$ cat src/rtl/serial_sub_unit.sv
// Digit-serial subtractor: computes x - y - borrow_in over WIDTH/DIGIT clocks, LSB digit first,
// with a start/busy/done handshake and registered unsigned-borrow and signed-overflow flags.
module serial_sub_unit #(
  parameter int unsigned WIDTH = 8,
  parameter int unsigned DIGIT = 1
) (
  input  logic             clk,
  input  logic             rst_n,
  input  logic             start_in,
  input  logic [WIDTH-1:0] x_in,
  input  logic [WIDTH-1:0] y_in,
  input  logic             borrow_in,
  output logic             busy,
  output logic             done,
  output logic [WIDTH-1:0] difference,
  output logic             borrow_out,
  output logic             overflow
);

  localparam int unsigned STEPS = WIDTH / DIGIT;
  localparam int unsigned CntW  = (STEPS > 1) ? $clog2(STEPS) : 1;

  typedef enum logic [1:0] {StIdle, StRun, StDone} state_e;

  state_e            state_q, state_d;
  logic [WIDTH-1:0]  x_q, x_d;
  logic [WIDTH-1:0]  y_q, y_d;
  logic [WIDTH-1:0]  res_q, res_d;
  logic              borrow_q, borrow_d;
  logic [CntW-1:0]   cnt_q, cnt_d;
  logic              x_msb_q, x_msb_d;
  logic              y_msb_q, y_msb_d;
  logic              busy_q, busy_d;
  logic              done_q, done_d;
  logic [WIDTH-1:0]  diff_q, diff_d;
  logic              bout_q, bout_d;
  logic              ovf_q, ovf_d;

  logic [DIGIT-1:0]       dig_x, dig_y, dig_d;
  logic                   dig_b;
  logic [WIDTH+DIGIT-1:0] res_cat;
  logic [WIDTH-1:0]       res_shift;
  logic                   last_step;

  assign dig_x     = x_q[DIGIT-1:0];
  assign dig_y     = y_q[DIGIT-1:0];
  assign last_step = (cnt_q == CntW'(STEPS - 1));

  // One digit of the ripple: borrow out of the digit lands in the extra MSB.
  always_comb begin
    {dig_b, dig_d} = {1'b0, dig_x} - {1'b0, dig_y} - {{DIGIT{1'b0}}, borrow_q};
    res_cat        = {dig_d, res_q} >> DIGIT;
    res_shift      = res_cat[WIDTH-1:0];
  end

  always_comb begin
    state_d  = state_q;
    x_d      = x_q;
    y_d      = y_q;
    res_d    = res_q;
    borrow_d = borrow_q;
    cnt_d    = cnt_q;
    x_msb_d  = x_msb_q;
    y_msb_d  = y_msb_q;
    busy_d   = busy_q;
    done_d   = 1'b0;
    diff_d   = diff_q;
    bout_d   = bout_q;
    ovf_d    = ovf_q;

    unique case (state_q)
      StIdle: begin
        if (start_in) begin
          x_d      = x_in;
          y_d      = y_in;
          borrow_d = borrow_in;
          x_msb_d  = x_in[WIDTH-1];
          y_msb_d  = y_in[WIDTH-1];
          res_d    = '0;
          cnt_d    = '0;
          busy_d   = 1'b1;
          state_d  = StRun;
        end
      end
      StRun: begin
        x_d      = x_q >> DIGIT;
        y_d      = y_q >> DIGIT;
        res_d    = res_shift;
        borrow_d = dig_b;
        cnt_d    = cnt_q + CntW'(1);
        if (last_step) begin
          state_d = StDone;
          busy_d  = 1'b0;
          done_d  = 1'b1;
          diff_d  = res_shift;
          bout_d  = dig_b;
          // Overflow only possible when operand signs differ; judged on the captured signs.
          ovf_d   = (x_msb_q != y_msb_q) && (res_shift[WIDTH-1] != x_msb_q);
        end
      end
      StDone: begin
        state_d = StIdle;
      end
      default: begin
        state_d = StIdle;
        busy_d  = 1'b0;
      end
    endcase
  end

  always_ff @(posedge clk) begin
    if (!rst_n) begin
      state_q  <= StIdle;
      x_q      <= '0;
      y_q      <= '0;
      res_q    <= '0;
      borrow_q <= 1'b0;
      cnt_q    <= '0;
      x_msb_q  <= 1'b0;
      y_msb_q  <= 1'b0;
      busy_q   <= 1'b0;
      done_q   <= 1'b0;
      diff_q   <= '0;
      bout_q   <= 1'b0;
      ovf_q    <= 1'b0;
    end else begin
      state_q  <= state_d;
      x_q      <= x_d;
      y_q      <= y_d;
      res_q    <= res_d;
      borrow_q <= borrow_d;
      cnt_q    <= cnt_d;
      x_msb_q  <= x_msb_d;
      y_msb_q  <= y_msb_d;
      busy_q   <= busy_d;
      done_q   <= done_d;
      diff_q   <= diff_d;
      bout_q   <= bout_d;
      ovf_q    <= ovf_d;
    end
  end

  assign busy       = busy_q;
  assign done       = done_q;
  assign difference = diff_q;
  assign borrow_out = bout_q;
  assign overflow   = ovf_q;

endmodule
$ cat config.mk
export PLATFORM = sky130hd
export DESIGN_NAME = serial_sub_unit
export DESIGN_NICKNAME = d
export VERILOG_FILES = /design/src/rtl/serial_sub_unit.sv
export SDC_FILE = /design/constraint.sdc
export NUM_CORES = 1
export LEC_CHECK = 0
export BUFFER_PORTS_ARGS = -buffer_cell sky130_fd_sc_hd__buf_2
export CAP_MARGIN = 10
export CORE_ASPECT_RATIO = 1.25
export CORE_MARGIN = 2
export CORE_UTILIZATION = 45
export CTS_CLUSTER_SIZE = 20
export DETAILED_ROUTE_END_ITERATION = 16
export PLACE_DENSITY = 0.65
export SYNTH_ARGS = -nofsm -noshare
export SYNTH_HDL_FRONTEND = slang
export SYNTH_SLANG_ARGS = --single-unit
$ cat constraint.sdc
create_clock -name clk -period 1.73 [get_ports clk]
set_input_delay 0.2595 -clock clk [delete_from_list [all_inputs] [get_ports clk]]
set_output_delay 0.2595 -clock clk [all_outputs]
set_load 0.1 [all_outputs]
=== Yosys cells after proc, flatten, opt, wreduce, memory -nomap -nowiden ===
Cells that the tools add are included.

* Output and inout bits: 12
* Bits in registers: 44
* Word-level logic and storage cells: 50

* Muxes and demuxes: 17
* Reductions and logical operators: 9
* $add $sub $neg: 3
* Bitwise gates (word level): 1
* Eq/ne operators: 7

{| class="wikitable"
|+ Operator list
! operator !! number
|-
| $pmux 8 s2 || 3
|-
| $mux 8 || 3
|-
| $reduce_and 2->1 || 5
|-
| $pmux 3 s2 || 1
|-
| $mux 1 || 4
|-
| $mux 2 || 2
|-
| $ne 2x2->1 const B || 2
|-
| $pmux 2 s2 || 1
|-
| $add 3x1->3 const B || 1
|-
| $eq 3x3->1 const B || 1
|-
| $mux 3 || 1
|-
| $pmux 1 s3 || 1
|-
| $reduce_and 3->1 || 1
|-
| $eq 2x1->1 const B || 1
|-
| $eq 2x2->1 const B || 1
|-
| $logic_not 2->1 || 1
|-
| $ne 1x1->1 || 2
|-
| $pmux 1 s2 || 1
|-
| $reduce_bool 2->1 || 1
|-
| $sub 1x1->2 || 1
|-
| $sub 2x1->2 || 1
|-
| $logic_and 1x1->1 || 1
|-
| $not 1->1 || 1
|}

=== Depth between registers and ports, before layout ===
* Depth after elaboration: 4
* Gate-level depth with buffers: 6

=== Worst setup path after synthesis ===
Ideal clock, no wire load.

* Kind: reg2reg
* Start point: reg busy (netlist name)
* End point: reg busy_q (netlist: busy)
* Cell stages (with the launch flop): 4
* Arrival time: 1317 ps
* Data required time: 1672 ps
* Slack: 355 ps
* Setup time: 58 ps
* Cells stage by stage: dfxtp_1 -> nand2b_1 -> a21oi_1 -> o21a_1

{| class="wikitable"
|+ RTL lines
! element !! line !! text
|-
| end signal, assigned || 135 || <nowiki>busy_q <= busy_d;</nowiki>
|-
| end, declared || 33 || <nowiki>logic busy_q, busy_d;</nowiki>
|}

=== Final worst setup path ===
* Start point: reg cnt_q[0]
* End point: reg bout_q (netlist: borrow_out)

* Cells in the longest elaborated chain, start to end: 2

{| class="wikitable"
|+ RTL lines
! element !! line !! text
|-
| start, declared || 30 || <nowiki>logic [CntW-1:0] cnt_q, cnt_d;</nowiki>
|-
| start signal, assigned || 132 || <nowiki>cnt_q <= cnt_d;</nowiki>
|-
| $eq 3x3->1 || 47 || <nowiki>assign last_step = (cnt_q == CntW'(STEPS - 1));</nowiki>
|-
| via last_step || 43 || <nowiki>logic last_step;</nowiki>
|-
| $reduce_and 2->1 (no line) || - ||
|-
| end signal, assigned || 138 || <nowiki>bout_q <= bout_d;</nowiki>
|-
| end, declared || 36 || <nowiki>logic bout_q, bout_d;</nowiki>
|}

The timed path passes the listed nets, and every way through them passes these cells.
A chain may end at the register's enable or synchronous reset.

==> results.ini <==
[clock_tree]
cts-root-buf = clkbuf_8
clk_pin_slew_ns = 0.08
hold_buffers = 0
clock_sinks = 43
post_cts_resize_count = 0
htree_levels = 2
clockBufferDepth = 2
numCtsBuffers = 5
cts_tree = built
cts_setup_buffers = 0
worstSkewPairLatency_ns = 0.30

[power]
power_leakage_nw = 0.9934
cellPowerDensity_nw_per_um2 = 1043
finalPower_mw = 2.224
ir_drop_mv = 0.5839

[critical_path]
critPathRequiredTime_ns = 1.93
crit_buf_inv = 0
critPathLaunchType = flop
crit_arrival_ns = 1.76
path_cells = ha_1 > ha_1 > and3b_1 > nand2_1 > o211a_1
r2r_slack_ns = 0.16
cp_common_cell = ha_1
slowest_delay_ns = 0.46
cp_max_fo = 13
cp_top_family = simple AND/OR/NAND/NOR gates
crit_slowest_cell = and3b_1
cp-end-kind = flop
path_class = flop to flop

[timing]
whs_ns = 0.2288
worst_slew_pin_slew_ns = 0.9620
max_freq_mhz = 638.7
drv_slew = 0
hold_viol_final = 0
period_minus_slack_ns = 1.566
rsz0062_at_grt = false
fin_skew_ns = 0.005776
final.setup.tns_ns = 0
maxSlewHeadroom_pct = 35.74
period_share_pct = 90.50
layout_setup_ws_ns = 0.1644
finalSetupViolCount = 0

[final_layout]
n_antenna_cell = 0
fin_cells = 267
drive_gt1_share_pct = 20.66
fillers = 375
area.growth.synth_to_final_pct = 17.76
final_cell_area_um2 = 2132
post-route-util_pct = 55.87
fin_nets = 235

[routing]
routed_via_density = 5.060
wl_mm = 3.375
dr.pass1.iters = 4
wire_per_inst_um = 12.64
drt_iter0_markers = 26
drtAntennaViolNets = 0
vias = 1351
drcViolationCount = 0

[synth]
postSynthAreaPerCell_um2 = 9.893
syn_inst = 183
ys_seq_area_share_pct = 47.55
post_synth_num_cell_types = 30
yosys_warnings = 0
synth_area_um2 = 1810
syn-num-nets = 206
synth-seq-cells = 43

[grt]
grt_max_degree = 29
grt_pass1_wl_mm = 5.354
grt-busiest-layer = met2
met1_usage_pct = 17.74
met2_usage_pct = 27.84
grtUsageMet3_pct = 6.186
grt_pass1_vias = 1249
antenna_found_initial = 0
overflow = 0
grtUsageTotal_pct = 16.19

[status]
status = finished, final reports clean

[placement]
placed_area_um2 = 1999
dp.cells = 259
dp_slack_ns = 0.1662
routabilityCongestion = 0.6965
dpl.hpwl_mm = 2.458
io_buffers = 31

[die]
row_count = 25
core_area_um2 = 3816
initial_utilization_pct = 47.44
die_h_um = 74.92
dieWidth_um = 60.74
die_area_um2 = 4550
io_pins = 32

[job]
max_cap_violations = 0

[hold_path]
hold_class = input pin to flop

==> final timing paths <==
check | endpoint | start | cells after the start
max | borrow_out$_SDFFE_PN0P_ | cnt_q[0]$_SDFFE_PN0P_ | 5
min | x_msb_q$_SDFFE_PN0P_ | x_in[7] | 3
max reg2reg | borrow_out$_SDFFE_PN0P_ | cnt_q[0]$_SDFFE_PN0P_ | 5
min reg2reg | difference[3]$_SDFFE_PN0P_ | difference[3]$_SDFFE_PN0P_ | 2
==> kinds of logic (layout without fill, tap and decap cells) <==
family                   count (synthesis)  in the layout  synth area share, %
AO/OA/AOI/OAI                           47             47                20.87
buffers and inverters                   16             46                4.837
AND/OR/NAND/NOR                         59             59                15.96
multiplexers                            15             15                8.293
flip-flops                              43             43                47.55
adder cells (fa/ha/maj)                  3              3                2.488
==> cell type report <==
class	instances	area (um^2)	share of cell area [%]
inverter	3	11.26	0.5282
clock buffer	6	72.57	3.404
tap	54	67.56	3.169
multi-input combinational	124	862.1	40.43
clock inverter	2	60.06	2.817
timing repair buffer	35	197.7	9.272
sequential	43	860.8	40.38
==> report_power, final <==
| group | total [mW] | internal, mW | switching [mW] |
|---|---|---|---|
| sequential | 1.06 | 1.04 | 0.0267 |
| combinational | 0.249 | 0.117 | 0.133 |
| clock | 0.910 | 0.577 | 0.333 |
| total | 2.22 | 1.73 | 0.493 |
==> per-layer routing <==
metal	up-vias	wire length [um]
met2	31	1738
met5	-	0
li1	690	-
met3	4	150
met1	626	1448
met4	0	38
==> worst reg2reg max path, delay by kind of cell (launching register included) <==
| family | cells | cell delay (ns) |
|---|---|---|
| adder cells (fa/ha/maj) | 2 | 0.40 |
| AO/OA/AOI/OAI | 1 | 0.14 |
| AND/OR/NAND/NOR | 2 | 0.58 |
| flip-flops | 1 | 0.36 |
==> cells in the mapped netlist (all sizes together) <==
library cell  count  area share, %
dfxtp            43             48
nand2            36            7.5
mux2i            15            8.3
o211a            14            7.7
a21boi           12            5.0
nor2b            12            4.1
a22oi             9            3.7
buf               9            3.4
clkbuf            4           0.83
o21ai             4            1.1
a21oi             3           0.83
inv               3           0.62
and2              2           0.69
and3b             2           0.97
ha                2            1.4
nand2b            2           0.69
nand3b            2            1.0
a2bb2oi           1           0.48
and3              1           0.35
fa                1            1.1
nor2              1           0.21
nor3b             1           0.41
o21a              1           0.41
o21ba             1           0.55
o21bai            1           0.41
o221a             1           0.62
==> sequential cells by signal, indices dropped and copies added (netlist names) <==
name / count
difference: 8
x_q: 8
y_q: 8
res_q: 7
cnt_q: 3
state_q: 2
borrow_out: 1
borrow_q: 1
busy: 1
done: 1
overflow: 1
x_msb_q: 1
y_msb_q: 1
==> cells in the final DEF (no fill, tap or decap), types with 2 or more instances in the layout <==
master,synthesis,final
and3b_1,2,2
bufinv_16,0,2
mux2i_1,15,15
ha_1,2,2
a21boi_0,7,7
a22oi_1,9,9
a21boi_1,5,5
buf_2,4,31
a21oi_1,3,3
o211a_1,14,14
nand2b_1,2,2
dfxtp_1,43,43
nand2_1,36,36
nor2b_1,12,12
inv_1,3,3
clkbuf_8,0,5
and2_1,2,2
o21ai_0,4,4
buf_4,4,3
Power figures use the tool's default switching activity.
